File: config.mk
export PLATFORM = sky130hd
export DESIGN_NAME = hamming_test_seq
export DESIGN_NICKNAME = d
export VERILOG_FILES = /design/src/rtl/hamming_pkg.sv /design/src/rtl/hamming_test_seq_codec.sv /design/src/rtl/hamming_test_seq.sv
export SDC_FILE = /design/constraint.sdc
export NUM_CORES = 1
export LEC_CHECK = 0
export ABC_AREA = 1
export ABC_CLOCK_PERIOD_IN_PS = 6500
export CORE_MARGIN = 1.5
export CORE_UTILIZATION = 51
export CTS_CLUSTER_DIAMETER = 40
export DETAILED_ROUTE_END_ITERATION = 8
export DONT_BUFFER_PORTS = 1
export GPL_TIMING_DRIVEN = 0
export PLACE_DENSITY = 0.76
export REMOVE_ABC_BUFFERS = 1
export SLEW_MARGIN = 20
export SYNTH_ARGS = -nofsm -noshare
export SYNTH_HDL_FRONTEND = slang
export SYNTH_SLANG_ARGS = --single-unit
File: constraint.sdc
create_clock -name clk -period 6.5 [get_ports clk]
set_input_delay 1.3 -clock clk [delete_from_list [all_inputs] [get_ports clk]]
set_output_delay 1.3 -clock clk [all_outputs]
set_load 0.005 [all_outputs]
File: src/rtl/hamming_pkg.sv
// Shared definitions for the Hamming(7,4) self-test sequencer.
package hamming_pkg;

  typedef enum logic [1:0] {
    ST_IDLE  = 2'd0,
    ST_APPLY = 2'd1,
    ST_CHECK = 2'd2,
    ST_DONE  = 2'd3
  } state_t;

  localparam int N_VEC  = 128;
  localparam int ERR_W  = 3;
  localparam int CW_W   = 7;
  localparam int DATA_W = 4;
  localparam int CNT_W  = 8;

  // Error index 0 leaves the codeword clean; index k flips bit k-1, and in
  // double mode also flips bit (k mod 7) so the pair is always distinct.
  function automatic logic [CW_W-1:0] make_mask(input logic [ERR_W-1:0] idx,
                                                input logic dbl);
    logic [CW_W-1:0] m;
    m = '0;
    for (int k = 1; k <= 7; k++) begin
      if (idx == ERR_W'(k)) begin
        m[k-1] = 1'b1;
        if (dbl) m[k % 7] = 1'b1;
      end
    end
    return m;
  endfunction

endpackage

File: src/rtl/hamming_test_seq_codec.sv
// Hamming(7,4) encode, error injection and single-error-correcting decode.
// Codeword position p (1..7) lives in bit p-1: p1 p2 d0 p3 d1 d2 d3.
module hamming74_codec
  import hamming_pkg::*;
(
  input  logic [DATA_W-1:0] d_in,
  input  logic [CW_W-1:0]   error,
  output logic [DATA_W-1:0] d_out
);

  logic [CW_W-1:0]  cw;
  logic [CW_W-1:0]  rx;
  logic [CW_W-1:0]  fixed;
  logic [ERR_W-1:0] syn;

  // Encode, inject, then flip the bit the syndrome points at.
  always_comb begin
    cw[0] = d_in[0] ^ d_in[1] ^ d_in[3];
    cw[1] = d_in[0] ^ d_in[2] ^ d_in[3];
    cw[2] = d_in[0];
    cw[3] = d_in[1] ^ d_in[2] ^ d_in[3];
    cw[4] = d_in[1];
    cw[5] = d_in[2];
    cw[6] = d_in[3];
    rx    = cw ^ error;
    syn[0] = rx[0] ^ rx[2] ^ rx[4] ^ rx[6];
    syn[1] = rx[1] ^ rx[2] ^ rx[5] ^ rx[6];
    syn[2] = rx[3] ^ rx[4] ^ rx[5] ^ rx[6];
    fixed = rx;
    for (int k = 1; k <= 7; k++) begin
      if (syn == ERR_W'(k)) fixed[k-1] = ~rx[k-1];
    end
    d_out = {fixed[6], fixed[5], fixed[4], fixed[2]};
  end

endmodule

File: src/rtl/hamming_test_seq.sv
// Sweeps all 16 nibbles x 8 error patterns through the codec and tallies
// how many decode back to the source nibble.
//
// state | meaning
// IDLE  | waiting for start (also after abort)
// APPLY | codec driven with cur_data/mask, dwell counting
// CHECK | one cycle: tally result, advance to next vector
// DONE  | sweep finished, results held until next start
module hamming_test_seq
  import hamming_pkg::*;
#(
  parameter int DWELL = 2
) (
  input  logic              clk,
  input  logic              rst_n,
  input  logic              start,
  input  logic              abort,
  input  logic              dbl_en,
  output logic              busy,
  output logic              done,
  output logic [CNT_W-1:0]  pass_cnt,
  output logic [CNT_W-1:0]  fail_cnt,
  output logic [DATA_W-1:0] cur_data,
  output logic [ERR_W-1:0]  cur_err
);

  localparam logic [3:0]        DWELL_LAST = 4'(DWELL - 1);
  localparam logic [ERR_W-1:0]  ERR_LAST   = '1;
  localparam logic [DATA_W-1:0] DATA_LAST  = '1;

  state_t            state;
  logic [3:0]        dwell_cnt;
  logic [1:0]        rst_sync;
  logic [CW_W-1:0]   err_mask;
  logic [DATA_W-1:0] d_out;
  logic              match;

  assign err_mask = make_mask(cur_err, dbl_en);
  assign match    = (d_out == cur_data);

  hamming74_codec u_codec (
    .d_in  (cur_data),
    .error (err_mask),
    .d_out (d_out)
  );

  // Two-stage release synchroniser; start is ignored until it has filled.
  always_ff @(posedge clk or negedge rst_n) begin
    if (!rst_n) rst_sync <= 2'b00;
    else        rst_sync <= {rst_sync[0], 1'b1};
  end

  // Sequencer FSM with registered status and tally outputs.
  always_ff @(posedge clk or negedge rst_n) begin
    if (!rst_n) begin
      state     <= ST_IDLE;
      dwell_cnt <= '0;
      busy      <= 1'b0;
      done      <= 1'b0;
      pass_cnt  <= '0;
      fail_cnt  <= '0;
      cur_data  <= '0;
      cur_err   <= '0;
    end else begin
      case (state)
        ST_IDLE, ST_DONE: begin
          if (start && rst_sync[1]) begin
            state     <= ST_APPLY;
            dwell_cnt <= '0;
            busy      <= 1'b1;
            done      <= 1'b0;
            pass_cnt  <= '0;
            fail_cnt  <= '0;
            cur_data  <= '0;
            cur_err   <= '0;
          end
        end
        ST_APPLY: begin
          if (abort) begin
            state <= ST_IDLE;
            busy  <= 1'b0;
            done  <= 1'b0;
          end else if (dwell_cnt == DWELL_LAST) begin
            dwell_cnt <= '0;
            state     <= ST_CHECK;
          end else begin
            dwell_cnt <= dwell_cnt + 4'd1;
          end
        end
        ST_CHECK: begin
          if (abort) begin
            state <= ST_IDLE;
            busy  <= 1'b0;
            done  <= 1'b0;
          end else begin
            if (match) pass_cnt <= pass_cnt + 8'd1;
            else       fail_cnt <= fail_cnt + 8'd1;
            if (cur_err == ERR_LAST) begin
              if (cur_data == DATA_LAST) begin
                // Last vector: hold 15/7 on the outputs.
                state <= ST_DONE;
                busy  <= 1'b0;
                done  <= 1'b1;
              end else begin
                cur_err  <= '0;
                cur_data <= cur_data + 4'd1;
                state    <= ST_APPLY;
              end
            end else begin
              cur_err <= cur_err + 3'd1;
              state   <= ST_APPLY;
            end
          end
        end
        default: begin
          state <= ST_IDLE;
          busy  <= 1'b0;
          done  <= 1'b0;
        end
      endcase
    end
  end

endmodule
## After elaboration in Yosys (flattened, before gate mapping)

Cells that the tools add are included.

- Output and inout bits: 25
- Bits in registers: 33
- Input bits: 5

- Add/sub/neg operators: 5
- Eq/ne operators: 29
- Reductions and logical operators: 12
- Multiplexer cells: 52
- Bitwise logic cells: 20

Operators with widths:

| cell | number |
|---|---|
| 8-bit two-way mux | 5 |
| 8-bit case mux with 2 select lines | 2 |
| 2-bit two-way mux | 12 |
| 4-bit two-way mux | 6 |
| 3-bit == test (second input constant) | 7 |
| 1-bit two-way mux | 17 |
| 8-bit by 1-bit adder with 8-bit output (second input constant) | 2 |
| 2-bit inequality test (second input constant) | 8 |
| 4-bit case mux with 2 select lines | 2 |
| 4-bit AND reduction | 4 |
| 1-bit bitwise XOR | 15 |
| 3-bit two-way mux | 4 |
| 3-bit inequality test (second input constant) | 4 |
| 3-bit by 2-bit == test with 1-bit output (second input constant) | 3 |
| 4-bit by 1-bit adder with 4-bit output (second input constant) | 2 |
| 7-bit bitwise XOR | 1 |
| 1-bit case mux with 3 select lines | 2 |
| 2-bit case mux with 3 select lines | 1 |
| 3-bit case mux with 2 select lines | 1 |
| 5-bit AND reduction | 1 |
| 2-bit == test (second input constant) | 2 |
| 4-bit by 1-bit == test with 1-bit output (second input constant) | 1 |
| 4-bit == test | 1 |
| 4-bit == test (second input constant) | 1 |
| 10 further kinds | 14 |

## Depth between registers and ports, before layout

- Word-level depth: 18
- Gate-level depth with buffers: 23
- Gate-level depth less buffers: 22

## Cells and area by module

Synthesis repeated with hierarchy kept, for this count alone.

- Cells, all modules: 415
- Area, all modules: 2735.1 sq um

By module, submodules not included:

| module | cells an instance | instances | area each (sq um) |
|---|---|---|---|
| hamming_test_seq | 283 | 1 | 2132.0 |
| hamming74_codec | 132 | 1 | 603.1 |

## Worst setup path after synthesis

Ideal clock, no wire load.

- Path type: in2reg
- From: input port dbl_en
- To: register fail_cnt[2]
- Slack: 3779 ps
- Required time: 6382 ps
- Arrival: 2603 ps
- Setup time: 118 ps
- Stages on the path: 18
- Cells stage by stage: nand3_2 nand2_2 nand2_1 nand2_2 nand2_1 nand2_1 nand2_1 nand3_1 nand2_2 nand3_1 nand2_1 nand2_1 nor2_4 nand2_4 nand2_4 buf_12 nand2_2 o21ai_2

- Cells in the longest elaborated chain, start to end: 12
- Elaborated cells on any way between the ends: 35
- Classes of those cells: eq/ne: 6; mux: 14; bitwise: 14; reduce/logical: 1

RTL lines:

| element | RTL line | text |
|---|---|---|
| start: declaration | hamming_test_seq.sv:18 | `input logic dbl_en,` |
| 1-bit two-way mux | hamming_pkg.sv:26 | `if (dbl) m[k % 7] = 1'b1;` |
| 2-bit two-way mux (2 in a row) | hamming_pkg.sv:24 | `if (idx == ERR_W'(k)) begin` |
| 7-bit bitwise XOR * | hamming_test_seq_codec.sv:25 | `rx = cw ^ error;` |
| 1-bit bitwise XOR, on equally long branches (3 in a row) | hamming_test_seq_codec.sv:26, hamming_test_seq_codec.sv:27, hamming_test_seq_codec.sv:28 |  |
| 3-bit by 2-bit == test with 1-bit output / 3-bit == test (equally long branches) | hamming_test_seq_codec.sv:31 | `if (syn == ERR_W'(k)) fixed[k-1] = ~rx[k-1];` |
| 1-bit two-way mux | hamming_test_seq_codec.sv:31 |  |
| 4-bit == test * | hamming_test_seq.sv:39 | `assign match = (d_out == cur_data);` |
| 2-bit inequality test (no line) * | -- |  |
| 4-bit AND reduction (no line) * | -- |  |
| end signal: assignment | hamming_test_seq.sv:97 | `else fail_cnt <= fail_cnt + 8'd1;` |
| end: declaration | hamming_test_seq.sv:22 | `output logic [CNT_W-1:0] fail_cnt,` |

Mark *: on every way between the ends. The rest lies on a longest branch, timed or not.
A chain may end at the register's enable or synchronous reset.

## Final worst setup path

- From: input port dbl_en
- To: register fail_cnt[6]

The elaborated chain is that of the path after synthesis.

==> results.json <==
{
  "start_util": 0.5248,
  "grt_pass1_vias": 2113,
  "cts_root_buf": "clkbuf_8",
  "yosysTopAreaCell": "dfrtp_1",
  "wirelength_um": 5398,
  "hold_path_class": "flop to flop",
  "worst_setup_path_end_kind": "flop",
  "antenna_found_initial": 0,
  "drive_above_1_share": 0.1532,
  "clk_pin_slew_ns": 0.07,
  "fmax_mhz": 366.0,
  "peakVddDrop_v": 0.0003110,
  "cp_max_fo": 15,
  "hold_end": "rst_sync[1]$_DFF_PN0_",
  "cts.sinks": 33,
  "drv_cap": 0,
  "design_area_um2": 2773,
  "top_level_ports": 30,
  "cp.arrival_ns": 2.92,
  "vias": 2346,
  "status": "finished clean",
  "grt_max_degree": 34,
  "drt-wirelength-per-cell_um": 11.86,
  "reg2regPathDepth": 20,
  "setup_tns_ns": 0,
  "syn2layout_area_growth_pct": 4.775,
  "die_width_um": 75.04,
  "ys_types": 34,
  "grt_setup_unrepaired": "false",
  "ys_ff_latch": 33,
  "synth_flop_cell": "dfrtp_1",
  "critPathRequiredTime_ns": 6.68,
  "placed_cell_area_um2": 2690,
  "rows": 26,
  "cts.repair.resized": 0,
  "power.leakage_nw": 1.384,
  "drtAntennaViolNets": 0,
  "netlist_top_cells_count": "128 x nand2_1, 42 x nand3_1, 40 x inv_1",
  "seq_area_frac_synth": 0.3121,
  "period_minus_slack_ns": 2.732,
  "synthCells": 382,
  "crit_path_start_kind": "primary input",
  "drt_iter0_drc": 122,
  "post-cts-setup-buffer-count": 0,
  "grt_pass1_wl_um": 9204,
  "ys_top_cells_by_area": "dfrtp_1 31%, nand2_1 18%, nand3_1 7.9%",
  "slew_violations": 0,
  "cts_tree": "yes",
  "viasPerCell": 5.156,
  "holdBufCountCts": 0,
  "reg2reg_setup_slack_ns": 3.80,
  "drc_errors": 0,
  "synth_edf_count": 0,
  "antenna_cells": 0,
  "numPortBuffers": 0,
  "nets": 403,
  "critPathKind": "primary input to flop",
  "ys.warnings.count": 0,
  "syn-mean-instance-area_um2": 6.927,
  "whs_path_depth": 0,
  "slew_headroom": 0.5770,
  "grt_overflow": 0,
  "htree_levels": 2,
  "reg2reg_to": "fail_cnt[6]$_DFFE_PN0P_",
  "design.core.area_um2": 5042,
  "die_y_um": 75.04,
  "min_period_over_period": 0.4204,
  "hp-start": "rst_sync[0]$_DFF_PN0_",
  "first_pass_iters": 4,
  "hold_violations": 0,
  "syn_area_um2": 2646,
  "async_reset_ff_frac": 1.000,
  "die_area_um2": 5630,
  "cts_buffers": 5,
  "hpwl_um": 4087,
  "clock_latency_ns": 0.29,
  "fin_worst_skew_ns": 0.005879,
  "power_density_nw_per_um2": 344.7,
  "gp_congestion": 0.8205,
  "setup_viol": 0,
  "grt_usage": 0.2146,
  "worstReg2RegStart": "cur_err[0]$_DFFE_PN0P_",
  "nFillCells": 488,
  "cts.path.max_buffers": 2,
  "tightest_slew_ns": 0.6287,
  "netlist.area_leader.share": 0.3121,
  "yosysMostFrequentCell": "nand2_1"
}
==> placed cells by master (no fill, tap or decap) <==
cell / Yosys / routed
nand2_1: 128 / 128
nand3_1: 42 / 42
inv_1: 40 / 40
dfrtp_1: 33 / 33
nand2_2: 23 / 23
nor2_1: 17 / 17
ha_1: 14 / 14
o21ai_0: 12 / 12
xor2_1: 8 / 8
a21oi_1: 7 / 7
nand3_2: 7 / 7
inv_2: 6 / 6
o21ai_2: 6 / 6
nor3_1: 6 / 6
nand4_1: 5 / 5
nand2_4: 5 / 5
clkbuf_8: 0 / 5
nor2_2: 2 / 2
or2_2: 2 / 2
xnor2_1: 2 / 2
nor3b_1: 2 / 2
clkinv_2: 0 / 2
nor4_1: 1 / 1
o211ai_1: 1 / 1
o21ai_1: 1 / 1
nor2_4: 1 / 1
clkinv_1: 1 / 1
a31oi_1: 1 / 1
o22ai_1: 1 / 1
mux2i_1: 1 / 1
nand3b_1: 1 / 1
clkbuf_1: 2 / 1
conb_1: 1 / 1
==> state kept, by name, summed over array words and instances (netlist names), 2 cells and up <==
register / flops
cur_data: 4
fail_cnt: 8
rst_sync: 2
state: 2
pass_cnt: 8
cur_err: 3
dwell_cnt: 4
==> kinds of logic (layout without fill, tap and decap cells) <==
kind of cell    Yosys count  count (layout)  synth area share
compound gates           29              29           0.06525
xor+xnor                 10              10           0.03310
fa+ha+maj                14              14           0.06619
buf+inv                  52              55           0.08321
flops                    33              33            0.3121
mux                       1               1          0.003783
other cells               1               1          0.001417
simple gates            242             242            0.4350
==> worst max-delay path by stage <==
stage,startpoint,end,slack [ns],cells past startpoint
after floorplan,dbl_en,fail_cnt[6]$_DFFE_PN0P_,3.70,19
after detailed placement,dbl_en,fail_cnt[6]$_DFFE_PN0P_,3.46,19
final,dbl_en,fail_cnt[6]$_DFFE_PN0P_,3.77,19
after global routing,state[0]$_DFFE_PN0P_,cur_data[2]$_DFFE_PN0P_,3.57,9
after global placement,dbl_en,fail_cnt[6]$_DFFE_PN0P_,3.50,19
after CTS,dbl_en,fail_cnt[6]$_DFFE_PN0P_,3.77,19
==> critical path, cell delays in order <==
cell,delay (ns)
nand3_2,0.08
nand2_2,0.10
nand2_1,0.06
nand2_2,0.14
inv_2,0.08
nand2_2,0.06
nand2_2,0.06
inv_2,0.06
nand2_1,0.06
nand2_2,0.08
nor2_2,0.05
nand2_1,0.08
nand3_2,0.08
nor2_4,0.14
nand2_4,0.08
nand2_4,0.20
inv_1,0.08
nand2_1,0.08
nand2_2,0.04
==> power by group <==
part	leakage, nW	switching [mW]	internal (mW)
clock network	0.0450	0.0732	0.0741
logic	0.890	0.384	0.155
registers	0.449	0.0352	0.235
==> through the flow <==
step	setup slack (ns)	hold slack, ns	instances	power [mW]	utilization
floorplan	3.703	0.3312	377	0.7044	-
global placement	3.496	0.3466	447	0.8001	0.5335
detailed placement	3.462	0.3380	447	0.8110	0.5335
CTS	3.768	0.3623	455	0.9640	0.5499
global route	3.569	0.3640	455	1.057	0.5499
finish	3.768	0.3636	455	0.9557	0.5499
==> cell type report <==
class / instances / area, um2 / area share
clock buffers: 6 / 72.57 / 0.02617
flip-flops and latches: 33 / 825.8 / 0.2978
multi-input cells: 297 / 1600 / 0.5772
well taps: 70 / 87.58 / 0.03159
inverters: 47 / 176.4 / 0.06363
clock inverters: 2 / 10.01 / 0.003610
==> per-layer routing <==
layer	GRT usage	vias to the layer above	routed length [um]
met5	0	-	0
met4	0.07475	0	79
li1	-	1219	-
met2	0.3658	46	2676
met3	0.05622	7	271
met1	0.2629	1074	2370
Power figures use the tool's default switching activity.
